**config.mk**
```make
export PLATFORM = sky130hd
export DESIGN_NAME = ahb3lite_interconnect_master_port
export DESIGN_NICKNAME = d
export VERILOG_FILES = /design/src/rtl/ahb3lite_interconnect_master_port.sv
export SDC_FILE = /design/constraint.sdc
export NUM_CORES = 1
export LEC_CHECK = 0
export CAP_MARGIN = 20
export CORE_AREA = 2 2 190 192
export CTS_CLUSTER_DIAMETER = 60
export DETAILED_ROUTE_END_ITERATION = 12
export DIE_AREA = 0 0 192 194
export PLACE_DENSITY = 0.47
export SYNTH_ARGS = -nofsm -noshare
export SYNTH_HDL_FRONTEND = slang
export SYNTH_SLANG_ARGS = --single-unit
```
**constraint.sdc**
```tcl
create_clock -name HCLK -period 1.7 [get_ports HCLK]
set_input_delay 0.255 -clock HCLK [delete_from_list [all_inputs] [get_ports HCLK]]
set_output_delay 0.255 -clock HCLK [all_outputs]
set_load 0.02 [all_outputs]
```
**src/rtl/ahb3lite_interconnect_master_port.sv**
```systemverilog
// ahb3lite_interconnect_master_port: per-master front end of the AHB-Lite switch. Decodes the
//   master address to a slave port and forwards the address phase. If that port has not granted
//   this master, it parks the phase in hold registers. It routes the owning port's data-phase
//   response back, and answers unmapped accesses with a two-cycle ERROR.
// Latency: granted transfers pass through combinationally (0 added cycles). Ungranted transfers
//   stall the master for at least one cycle.
// Backpressure: HREADYOUT is low while holding, during ERR1, and whenever the owning slave port
//   stalls.
// Ports: H* = master side, slv* = slave-port side, granted/can_switch = arbitration handshake.
// Option: define AHB3LITE_MP_SEQ2NONSEQ_EN to forward a SEQ transfer as NONSEQ when it was held,
//   or when it targets a slave port other than the current data-phase owner.
module ahb3lite_interconnect_master_port #(
    parameter int HADDR_SIZE  = 32,
    parameter int HDATA_SIZE  = 32,
    parameter int MASTER_BITS = 2,
    parameter int SLAVES      = 8,
    parameter logic [SLAVES-1:0][HADDR_SIZE-1:0] SLAVE_ADDR = '0,
    parameter logic [SLAVES-1:0][HADDR_SIZE-1:0] SLAVE_MASK = '0
) (
    input  logic                               HCLK,
    input  logic                               HRESET,
    input  logic [MASTER_BITS-1:0]             mst_priority,
    input  logic                               HSEL,
    input  logic [HADDR_SIZE-1:0]              HADDR,
    input  logic [HDATA_SIZE-1:0]              HWDATA,
    output logic [HDATA_SIZE-1:0]              HRDATA,
    input  logic                               HWRITE,
    input  logic [2:0]                         HSIZE,
    input  logic [2:0]                         HBURST,
    input  logic [3:0]                         HPROT,
    input  logic [1:0]                         HTRANS,
    input  logic                               HMASTLOCK,
    input  logic                               HREADY,
    output logic                               HREADYOUT,
    output logic                               HRESP,
    output logic [MASTER_BITS-1:0]             slvpriority,
    output logic [SLAVES-1:0]                  slvHSEL,
    output logic [HADDR_SIZE-1:0]              slvHADDR,
    output logic [HDATA_SIZE-1:0]              slvHWDATA,
    output logic                               slvHWRITE,
    output logic [2:0]                         slvHSIZE,
    output logic [2:0]                         slvHBURST,
    output logic [3:0]                         slvHPROT,
    output logic [1:0]                         slvHTRANS,
    output logic                               slvHMASTLOCK,
    output logic                               slvHREADY,
    input  logic [SLAVES-1:0][HDATA_SIZE-1:0]  slvHRDATA,
    input  logic [SLAVES-1:0]                  slvHREADYOUT,
    input  logic [SLAVES-1:0]                  slvHRESP,
    output logic [SLAVES-1:0]                  can_switch,
    input  logic [SLAVES-1:0]                  granted
);

    localparam int SW = (SLAVES > 1) ? $clog2(SLAVES) : 1;

    localparam logic [1:0] TRANS_IDLE   = 2'b00;
    localparam logic [1:0] TRANS_NONSEQ = 2'b10;
    localparam logic [1:0] TRANS_SEQ    = 2'b11;

    typedef enum logic [2:0] {ST_IDLE, ST_DATA, ST_HOLD, ST_ERR1, ST_ERR2} state_t;

    state_t state, state_nxt;

    logic                  hold_hsel, hold_hwrite, hold_hmastlock;
    logic [HADDR_SIZE-1:0] hold_haddr;
    logic [2:0]            hold_hsize, hold_hburst;
    logic [3:0]            hold_hprot;
    logic [1:0]            hold_htrans;

    logic                  eff_hsel, eff_hwrite, eff_hmastlock;
    logic [HADDR_SIZE-1:0] eff_haddr;
    logic [2:0]            eff_hsize, eff_hburst;
    logic [3:0]            eff_hprot;
    logic [1:0]            eff_htrans;

    logic [SW-1:0]         tgt, data_slave;
    logic                  mapped;
    logic [SLAVES-1:0]     hit;
    logic                  accept, capture, load_ds;

    // While holding, the slave ports see the parked phase rather than the master's next one.
    assign eff_hsel      = (state == ST_HOLD) ? hold_hsel      : HSEL;
    assign eff_haddr     = (state == ST_HOLD) ? hold_haddr     : HADDR;
    assign eff_hwrite    = (state == ST_HOLD) ? hold_hwrite    : HWRITE;
    assign eff_hsize     = (state == ST_HOLD) ? hold_hsize     : HSIZE;
    assign eff_hburst    = (state == ST_HOLD) ? hold_hburst    : HBURST;
    assign eff_hprot     = (state == ST_HOLD) ? hold_hprot     : HPROT;
    assign eff_htrans    = (state == ST_HOLD) ? hold_htrans    : HTRANS;
    assign eff_hmastlock = (state == ST_HOLD) ? hold_hmastlock : HMASTLOCK;

    // Scanning downwards lets the lowest matching index overwrite higher ones.
    always_comb begin
        tgt    = '0;
        mapped = 1'b0;
        for (int s = SLAVES - 1; s >= 0; s--) begin
            if ((eff_haddr & SLAVE_MASK[s]) == SLAVE_ADDR[s]) begin
                tgt    = SW'(s);
                mapped = 1'b1;
            end
        end
    end

    always_comb begin
        hit = '0;
        if (mapped) hit[tgt] = 1'b1;
    end

    assign accept = HREADY & HSEL & HTRANS[1];

    always_ff @(posedge HCLK or posedge HRESET) begin
        if (HRESET) state <= ST_IDLE;
        else        state <= state_nxt;
    end

    always_comb begin
        state_nxt = state;
        capture   = 1'b0;
        load_ds   = 1'b0;
        HREADYOUT = 1'b1;
        HRESP     = 1'b0;
        HRDATA    = '0;
        case (state)
            ST_IDLE, ST_DATA, ST_ERR2: begin
                if (state == ST_DATA) begin
                    HREADYOUT = slvHREADYOUT[data_slave];
                    HRESP     = slvHRESP[data_slave];
                    HRDATA    = slvHRDATA[data_slave];
                end else if (state == ST_ERR2) begin
                    HRESP     = 1'b1;
                end
                // A data phase still being stretched by its slave port keeps ownership.
                if (state == ST_DATA && !HREADY) begin
                    state_nxt = ST_DATA;
                end else if (accept) begin
                    if (!mapped) begin
                        state_nxt = ST_ERR1;
                    end else if (granted[tgt]) begin
                        state_nxt = ST_DATA;
                        load_ds   = 1'b1;
                    end else begin
                        state_nxt = ST_HOLD;
                        capture   = 1'b1;
                    end
                end else begin
                    state_nxt = ST_IDLE;
                end
            end
            ST_HOLD: begin
                HREADYOUT = 1'b0;
                if (granted[tgt] && slvHREADYOUT[tgt]) begin
                    state_nxt = ST_DATA;
                    load_ds   = 1'b1;
                end
            end
            ST_ERR1: begin
                HREADYOUT = 1'b0;
                HRESP     = 1'b1;
                state_nxt = ST_ERR2;
            end
            default: state_nxt = ST_IDLE;
        endcase
    end

    always_ff @(posedge HCLK or posedge HRESET) begin
        if (HRESET) begin
            hold_hsel      <= 1'b0;
            hold_haddr     <= '0;
            hold_hwrite    <= 1'b0;
            hold_hsize     <= '0;
            hold_hburst    <= '0;
            hold_hprot     <= '0;
            hold_htrans    <= '0;
            hold_hmastlock <= 1'b0;
        end else if (capture) begin
            hold_hsel      <= HSEL;
            hold_haddr     <= HADDR;
            hold_hwrite    <= HWRITE;
            hold_hsize     <= HSIZE;
            hold_hburst    <= HBURST;
            hold_hprot     <= HPROT;
            hold_htrans    <= HTRANS;
            hold_hmastlock <= HMASTLOCK;
        end
    end

    always_ff @(posedge HCLK or posedge HRESET) begin
        if (HRESET)       data_slave <= '0;
        else if (load_ds) data_slave <= tgt;
    end

`ifdef AHB3LITE_MP_SEQ2NONSEQ_EN
    // A slave port seeing this transfer first has no preceding beat, so SEQ would be illegal there.
    always_comb begin
        slvHTRANS = eff_htrans;
        if (eff_htrans == TRANS_SEQ && (state == ST_HOLD || tgt != data_slave))
            slvHTRANS = TRANS_NONSEQ;
    end
`else
    assign slvHTRANS = eff_htrans;
`endif

    assign slvpriority  = mst_priority;
    assign slvHSEL      = {SLAVES{eff_hsel}} & hit;
    assign slvHADDR     = eff_haddr;
    assign slvHWDATA    = HWDATA;
    assign slvHWRITE    = eff_hwrite;
    assign slvHSIZE     = eff_hsize;
    assign slvHBURST    = eff_hburst;
    assign slvHPROT     = eff_hprot;
    assign slvHMASTLOCK = eff_hmastlock;
    assign slvHREADY    = HREADYOUT;

    // Releasing is only safe at a burst boundary, outside a locked sequence, and when nothing is parked.
    assign can_switch = {SLAVES{~eff_hmastlock
                                & (eff_htrans == TRANS_IDLE || eff_htrans == TRANS_NONSEQ)
                                & (state != ST_HOLD)}};

endmodule
```
==> results_tabular.tex, run 1 <==
\begin{tabular}{lr}
\hline
Metric & Value \\
\hline
\multicolumn{2}{l}{\textbf{STA}} \\
Final number of setup-violating endpoints & 88 \\
Post-Route Setup TNS & -26.24 ns \\
Final period util & 1.23 \\
Hold Slack & 0.318 ns \\
Maximum achievable frequency & 0.478 GHz \\
Post-Route Skew & 0.0115 ns \\
Period minus WS final & 2.09 ns \\
Hold violation count in the final report & 0 \\
Post-route worst setup slack & -0.392 ns \\
Final max-slew violation count & 0 \\
RSZ-0062 raised after global routing & yes \\
\multicolumn{2}{l}{\textbf{Power}} \\
Switching part of the total power & 0.334 \\
Leakage & 2.67 nW \\
Switching power summed over all nets & 1.97 mW \\
Power, Total & 5.91 mW \\
Power Dens Cells & 976 nW/um\^{}2 \\
Clock share of power & 0.175 \\
Peak VDD IR & 343 uV \\
Fraction of power consumed by sequential logic & 0.288 \\
Portion of total power attributed to combinational logic & 0.537 \\
Pint & 3.94 mW \\
\multicolumn{2}{l}{\textbf{Placed design}} \\
Placed cell areas & 5380 sq um \\
Routability congestion estimate & 0.643 \\
Port bufs & 174 \\
Detail Placement HPWL & 7.72 mm \\
\multicolumn{2}{l}{\textbf{Yosys}} \\
Post-Synthesis Mean Instance Area & 12.1 sq um \\
Seq/Total Area, Yosys & 0.393 \\
Distinct cell type count of the synthesized netlist & 25 \\
Area of the mapped netlist & 3180 sq um \\
Total of warnings raised by yosys & 0 \\
Post-synthesis register bit count & 50 \\
Cells after synthesis & 264 \\
\multicolumn{2}{l}{\textbf{Critical path}} \\
Kind of capture point of the worst setup path & primary output \\
Arrival @ worst endpoint & 1.84 ns \\
Startpoint of the worst-slack reg-to-reg timing path & state[1] \\
Reg-to-reg slack, setup & -0.01 ns \\
Top fanout value on the critical path & 7 \\
Start point of the critical path & state[0] \\
R2r worst-path depth & 5 \\
Capture point of the critical path & slvHADDR[6] \\
Kind of start point of the critical path & flip-flop \\
CP Data Required Time & 1.44 ns \\
Worst flop-to-flop path endpoint & hold\_haddr[24] \\
Start-to-end type of the worst setup path & flip-flop to primary output \\
\multicolumn{2}{l}{\textbf{Outcome}} \\
Outcome & finished, violations left \\
Violations in the final reports & setup timing \\
\multicolumn{2}{l}{\textbf{Drt}} \\
Residual antenna-violating net count after detailed routing & 0 \\
Via density per instance & 2.80 \\
Post-route DRC & 0 \\
First-pass detailed-route iteration total & 4 \\
Vias after detailed routing & 2,508 \\
Iter 0 DRT Violations & 40 \\
Mean routed wirelength per cell & 13.1 um \\
Routed WL & 11.8 mm \\
\multicolumn{2}{l}{\textbf{Final layout}} \\
Commonest non-fill, non-tap cells in the layout & sky130\_fd\_sc\_hd\_\_clkdlybuf4s50\_1 (84), sky130\_fd\_sc\_hd\_\_mux2\_4 (59), sky130\_fd\_sc\_hd\_\_buf\_4 (55) \\
Total number of nets in the final design & 799 \\
Synth-to-layout area growth & 90.5\% \\
Most frequent standard cell in the layout excluding fill and tap cells & sky130\_fd\_sc\_hd\_\_clkdlybuf4s50\_1 \\
Filler Cells Inserted & 3,925 \\
Fraction of layout cells with a size suffix above 1 & 0.559 \\
Fin util & 0.172 \\
Design area & 6060 sq um \\
Antenna diode instance count & 0 \\
\multicolumn{2}{l}{\textbf{GRT}} \\
Antenna violations before repair & 0 \\
Pin count of the biggest net entering global routing & 51 \\
Vias in the first global route & 2,795 \\
First-pass GRT wire length & 17.1 mm \\
GRT Resource Usage Total & 0.0620 \\
Grt total ovfl & 0 \\
\multicolumn{2}{l}{\textbf{Floorplanning}} \\
Die outline area & 37,200 sq um \\
Number of ports placed on the die boundary & 495 \\
Die outline width & 192 um \\
Y dimension of the die & 194 um \\
FP Rows & 69 \\
Starting utilization of the core area & 0.0903 \\
Area of the placeable core & 35,200 sq um \\
\multicolumn{2}{l}{\textbf{Clock tree}} \\
Clock buffer depth & 2 \\
Hold buffer count at cts & 0 \\
Clock tree root driver cell & sky130\_fd\_sc\_hd\_\_clkbuf\_16 \\
Number of clock buffers inserted by TritonCTS & 5 \\
Clock tree from TritonCTS & yes \\
Clock sink count & 50 \\
Clock-pin slew reported for the worst setup and hold paths after clock tree synthesis & 0.08 ns \\
CTS H-tree depth & 2 \\
Clock network latency to the later pin of the worst-skew pair & 0.31 ns \\
\multicolumn{2}{l}{\textbf{Flow run}} \\
Total of max-cap violations & 0 \\
\multicolumn{2}{l}{\textbf{Worst hold path}} \\
Type of the most critical hold path & primary input to async pin \\
\hline
\end{tabular}
==> synthesized netlist by cell type <==
library cell,number,area (sq um)
sky130_fd_sc_hd__o21bai_1,1,7.51
sky130_fd_sc_hd__o32a_1,1,10.0
sky130_fd_sc_hd__mux2_4,17,255
sky130_fd_sc_hd__buf_2,8,40.0
sky130_fd_sc_hd__buf_4,50,375
sky130_fd_sc_hd__nand2_1,2,7.51
sky130_fd_sc_hd__nor3b_2,1,12.5
sky130_fd_sc_hd__nor2_1,2,7.51
sky130_fd_sc_hd__and3b_1,1,8.76
sky130_fd_sc_hd__conb_1,1,3.75
sky130_fd_sc_hd__a211o_1,1,8.76
sky130_fd_sc_hd__a211oi_1,1,7.51
sky130_fd_sc_hd__nor3_1,1,5.00
sky130_fd_sc_hd__inv_1,3,11.3
sky130_fd_sc_hd__nand2b_1,2,12.5
sky130_fd_sc_hd__o21ai_0,3,15.0
sky130_fd_sc_hd__mux2_2,75,845
sky130_fd_sc_hd__and2_1,32,200
sky130_fd_sc_hd__a21oi_1,1,5.00
sky130_fd_sc_hd__nor3b_1,1,7.51
sky130_fd_sc_hd__nor2b_1,2,12.5
sky130_fd_sc_hd__clkbuf_1,4,15.0
sky130_fd_sc_hd__nand4b_4,1,23.8
sky130_fd_sc_hd__dfrtp_1,50,1250
sky130_fd_sc_hd__buf_6,3,33.8
==> sequential cells by signal, indices dropped and copies added, names as in the netlist <==
signal and flops:
hold_hprot 4, hold_hsize 3, hold_hsel 1, hold_htrans 2, state 3, hold_hburst 3, hold_haddr 32, hold_hmastlock 1
hold_hwrite 1
==> worst min-delay path by stage <==
stage | endpoint | slack, ns | cells after the start
2_1_floorplan | hold_haddr[24] | 0.40 | 1
3_3_place_gp | hold_htrans[1] | 0.46 | 1
3_5_place_dp | hold_htrans[1] | 0.46 | 1
4_1_cts | hold_hsel | 0.34 | 3
5_1_grt | hold_hsel | 0.35 | 3
6_report | hold_hsel | 0.32 | 3
==> metrics by stage <==
stage	setup WS (ns)	std cells
finish	-0.392	896
global route	-0.470	896
CTS	-0.421	893
detailed placement	-0.445	868
global placement	-0.421	868
floorplan	0.00945	270
==> cell type report <==
cell class                      instances  area (sq um)  share of cell area
Multi-Input combinational cell        152          1680               0.277
Sequential cell                        50          1250               0.206
Tap cell                              461           577              0.0952
Clock buffer                            7           133              0.0219
Timing Repair Buffer                  223          2410               0.398
Inverter                                3          11.3             0.00186
==> logic make-up after synthesis <==
family                 count (synthesis)  synth area share
AO/OA/AOI/OAI                          8            0.0169
flip-flops                            50             0.393
AND/OR/NAND/NOR                       45            0.0936
buffers and inverters                 68             0.149
multiplexers                          92             0.346
other                                  1           0.00118
==> worst max-delay path, stage by stage, from the launching register on <==
cell	delay, ns
sky130_fd_sc_hd__dfrtp_1	0.41
sky130_fd_sc_hd__nor3b_4	0.23
sky130_fd_sc_hd__buf_12	0.15
sky130_fd_sc_hd__buf_8	0.12
sky130_fd_sc_hd__buf_12	0.14
sky130_fd_sc_hd__mux2_4	0.32
sky130_fd_sc_hd__buf_6	0.13
==> layer usage <==
metal  share of wire  global-route usage
met1            0.40              0.0682
met2            0.50               0.108
met3           0.094              0.0297
met4          0.0088              0.0133
met5               0                   0
==> timing repair <==
item | in CTS | in global routing
pin swaps | 1 | 2
cloned | 6 | 3
gates resized for setup | 545 | 22
setup buffers | 12 | 2
endpoints found under the setup margin | 102 | 135
==> power by group through the flow <==
stage	Sequential (mW)	Clock, mW	Combinational (mW)
5_1_grt	1.75	1.15	3.39
3_5_place_dp	1.70	0	2.65
4_1_cts	1.70	1.10	3.19
2_1_floorplan	1.64	0	1.61
6_report	1.70	1.03	3.18
3_3_place_gp	1.72	0	2.63
(Power assumes the default switching activity.)
==> run 2: changes to the inputs <==
- ABC_CLOCK_PERIOD_IN_PS: unset -> 1700
- GPL_ROUTABILITY_DRIVEN: unset -> 0
- SKIP_CTS_REPAIR_TIMING: unset -> 1
==> results_tabular.tex, run 2 (synthesis gave the netlist of run 1 again) <==
\begin{tabular}{lr}
\hline
Metric & Value \\
\hline
\multicolumn{2}{l}{\textbf{Outcome}} \\
Outcome & finished, violations left \\
Violations in the final reports & setup timing \\
\multicolumn{2}{l}{\textbf{Critical path}} \\
Total stage count of the critical path & 5 \\
Critical-path cell list & nor3b\_4, buf\_4, clkbuf\_16, mux2\_2, dlymetal6s2s\_1 \\
Arrival @ worst endpoint & 1.83 ns \\
CP Data Required Time & 1.44 ns \\
Kind of start point of the critical path & flip-flop \\
Top fanout value on the critical path & 14 \\
R2r worst-path depth & 5 \\
Critical path buffers and inverters & 3 \\
Kind of capture point of the worst setup path & primary output \\
Reg-to-reg slack, setup & 0.05 ns \\
Delay contributed by the slowest stage of the critical path & 0.41 ns \\
Critical Path Slowest Stage Cell & sky130\_fd\_sc\_hd\_\_dfrtp\_1 \\
Start-to-end type of the worst setup path & flip-flop to primary output \\
Kind of cell adding the most delay to the critical path & buffers and inverters \\
\multicolumn{2}{l}{\textbf{Floorplanning}} \\
Number of ports placed on the die boundary & 495 \\
Starting utilization of the core area & 0.0903 \\
FP Rows & 69 \\
Y dimension of the die & 194 um \\
Area of the placeable core & 35,200 sq um \\
Die outline area & 37,200 sq um \\
Die outline width & 192 um \\
\multicolumn{2}{l}{\textbf{GRT}} \\
First-pass GRT wire length & 15.2 mm \\
Pin count of the biggest net entering global routing & 51 \\
Grt total ovfl & 0 \\
Antenna violations before repair & 0 \\
GRT Resource Usage Total & 0.0543 \\
Vias in the first global route & 2,631 \\
\multicolumn{2}{l}{\textbf{Clock tree}} \\
Clock buffer depth & 2 \\
CTS H-tree depth & 2 \\
Clock network latency to the later pin of the worst-skew pair & 0.30 ns \\
Clock tree root driver cell & sky130\_fd\_sc\_hd\_\_clkbuf\_16 \\
Number of clock buffers inserted by TritonCTS & 5 \\
Clock tree from TritonCTS & yes \\
Clock-pin slew reported for the worst setup and hold paths after clock tree synthesis & 0.08 ns \\
Clock sink count & 50 \\
\multicolumn{2}{l}{\textbf{Final layout}} \\
Total number of nets in the final design & 788 \\
Top register by number of flip-flops & hold\_haddr \\
Most frequent standard cell in the layout excluding fill and tap cells & sky130\_fd\_sc\_hd\_\_clkdlybuf4s50\_1 \\
Number of flip-flops under the largest register name & 32 \\
Combined flip-flop and latch cell area & 1250 sq um \\
Largest registers & hold\_haddr (32), hold\_hprot (4) \\
Commonest non-fill, non-tap cells in the layout & sky130\_fd\_sc\_hd\_\_clkdlybuf4s50\_1 (84), sky130\_fd\_sc\_hd\_\_mux2\_2 (68), sky130\_fd\_sc\_hd\_\_buf\_4 (62) \\
Synth-to-layout area growth & 74.5\% \\
Fin util & 0.158 \\
Filler Cells Inserted & 3,982 \\
Fraction of layout cells with a size suffix above 1 & 0.512 \\
Number of standard cells in the layout, taps in and fillers out & 885 \\
Antenna diode instance count & 0 \\
Multi-input gate area & 1540 sq um \\
\multicolumn{2}{l}{\textbf{Flow run}} \\
Total of max-cap violations & 0 \\
\multicolumn{2}{l}{\textbf{Drt}} \\
Post-route DRC & 0 \\
Vias after detailed routing & 2,439 \\
Via density per instance & 2.76 \\
Routed WL & 10.9 mm \\
Mean routed wirelength per cell & 12.3 um \\
Iter 0 DRT Violations & 38 \\
Residual antenna-violating net count after detailed routing & 0 \\
First-pass detailed-route iteration total & 4 \\
\multicolumn{2}{l}{\textbf{Worst hold path}} \\
Type of the most critical hold path & primary input to async pin \\
\multicolumn{2}{l}{\textbf{Power}} \\
Peak VDD IR & 335 uV \\
Leakage & 2.49 nW \\
Power, Total & 5.42 mW \\
Power Dens Cells & 976 nW/um\^{}2 \\
\multicolumn{2}{l}{\textbf{STA}} \\
Post-Route Skew & 0.00871 ns \\
Hold violation count in the final report & 0 \\
Final number of setup-violating endpoints & 87 \\
Maximum achievable frequency & 0.479 GHz \\
Final max-slew violation count & 0 \\
Period minus WS final & 2.09 ns \\
Hold Slack & 0.323 ns \\
Post-route worst setup slack & -0.387 ns \\
RSZ-0062 raised after global routing & yes \\
Final period util & 1.23 \\
\multicolumn{2}{l}{\textbf{Placed design}} \\
Detail Placement HPWL & 7.72 mm \\
Port bufs & 174 \\
Placed instance count & 868 \\
\hline
\end{tabular}
[run 2: metal layers]
layer | vias to the layer above | wire length [um] | track usage
li1 | 1158 | - | -
met1 | 1179 | 4250 | 0.0582
met2 | 93 | 5410 | 0.0925
met3 | 9 | 1100 | 0.0297
met4 | 0 | 98 | 0.0133
met5 | - | 0 | 0
[run 2: final timing paths]
check | startpoint | end
setup / recovery | state[2] | slvHADDR[10]
hold / removal | HRESET | hold_htrans[1]
setup reg to reg | state[1] | hold_haddr[26]
hold reg to reg | hold_htrans[1] | hold_htrans[1]
max in group asynchronous | HRESET | hold_haddr[3]
min in group HCLK | hold_htrans[1] | hold_htrans[1]
[run 2: area by class of cell]
class	count	area share
Inverter	3	0.00203
Clock buffer	7	0.0239
Sequential cell	50	0.225
Timing Repair Buffer	212	0.367
Multi-Input combinational cell	152	0.278
Tap cell	461	0.104
[run 2: report_power, final]
group,switching (mW),leakage [nW],internal (mW)
sequential,0.168,0.599,1.52
clock,0.485,0.0640,0.542
combinational,1.18,1.82,1.52
total,1.83,2.49,3.58
[run 2: per-stage QoR]
stage          setup WS (ns)  cell area (sq um)  setup TNS [ns]
3_5_place_dp          -0.445               5380          -42.12
5_1_grt               -0.493               5550          -34.00
6_report              -0.387               5550          -24.32
3_3_place_gp          -0.421               5380          -41.35
2_1_floorplan        0.00945               3220               0
4_1_cts               -0.803               5510          -65.38
[run 2: tightest hold or removal path: stages]
cell and delay (ns):
sky130_fd_sc_hd__clkdlybuf4s50_1 0.42, sky130_fd_sc_hd__inv_2 0.07, sky130_fd_sc_hd__buf_12 0.27
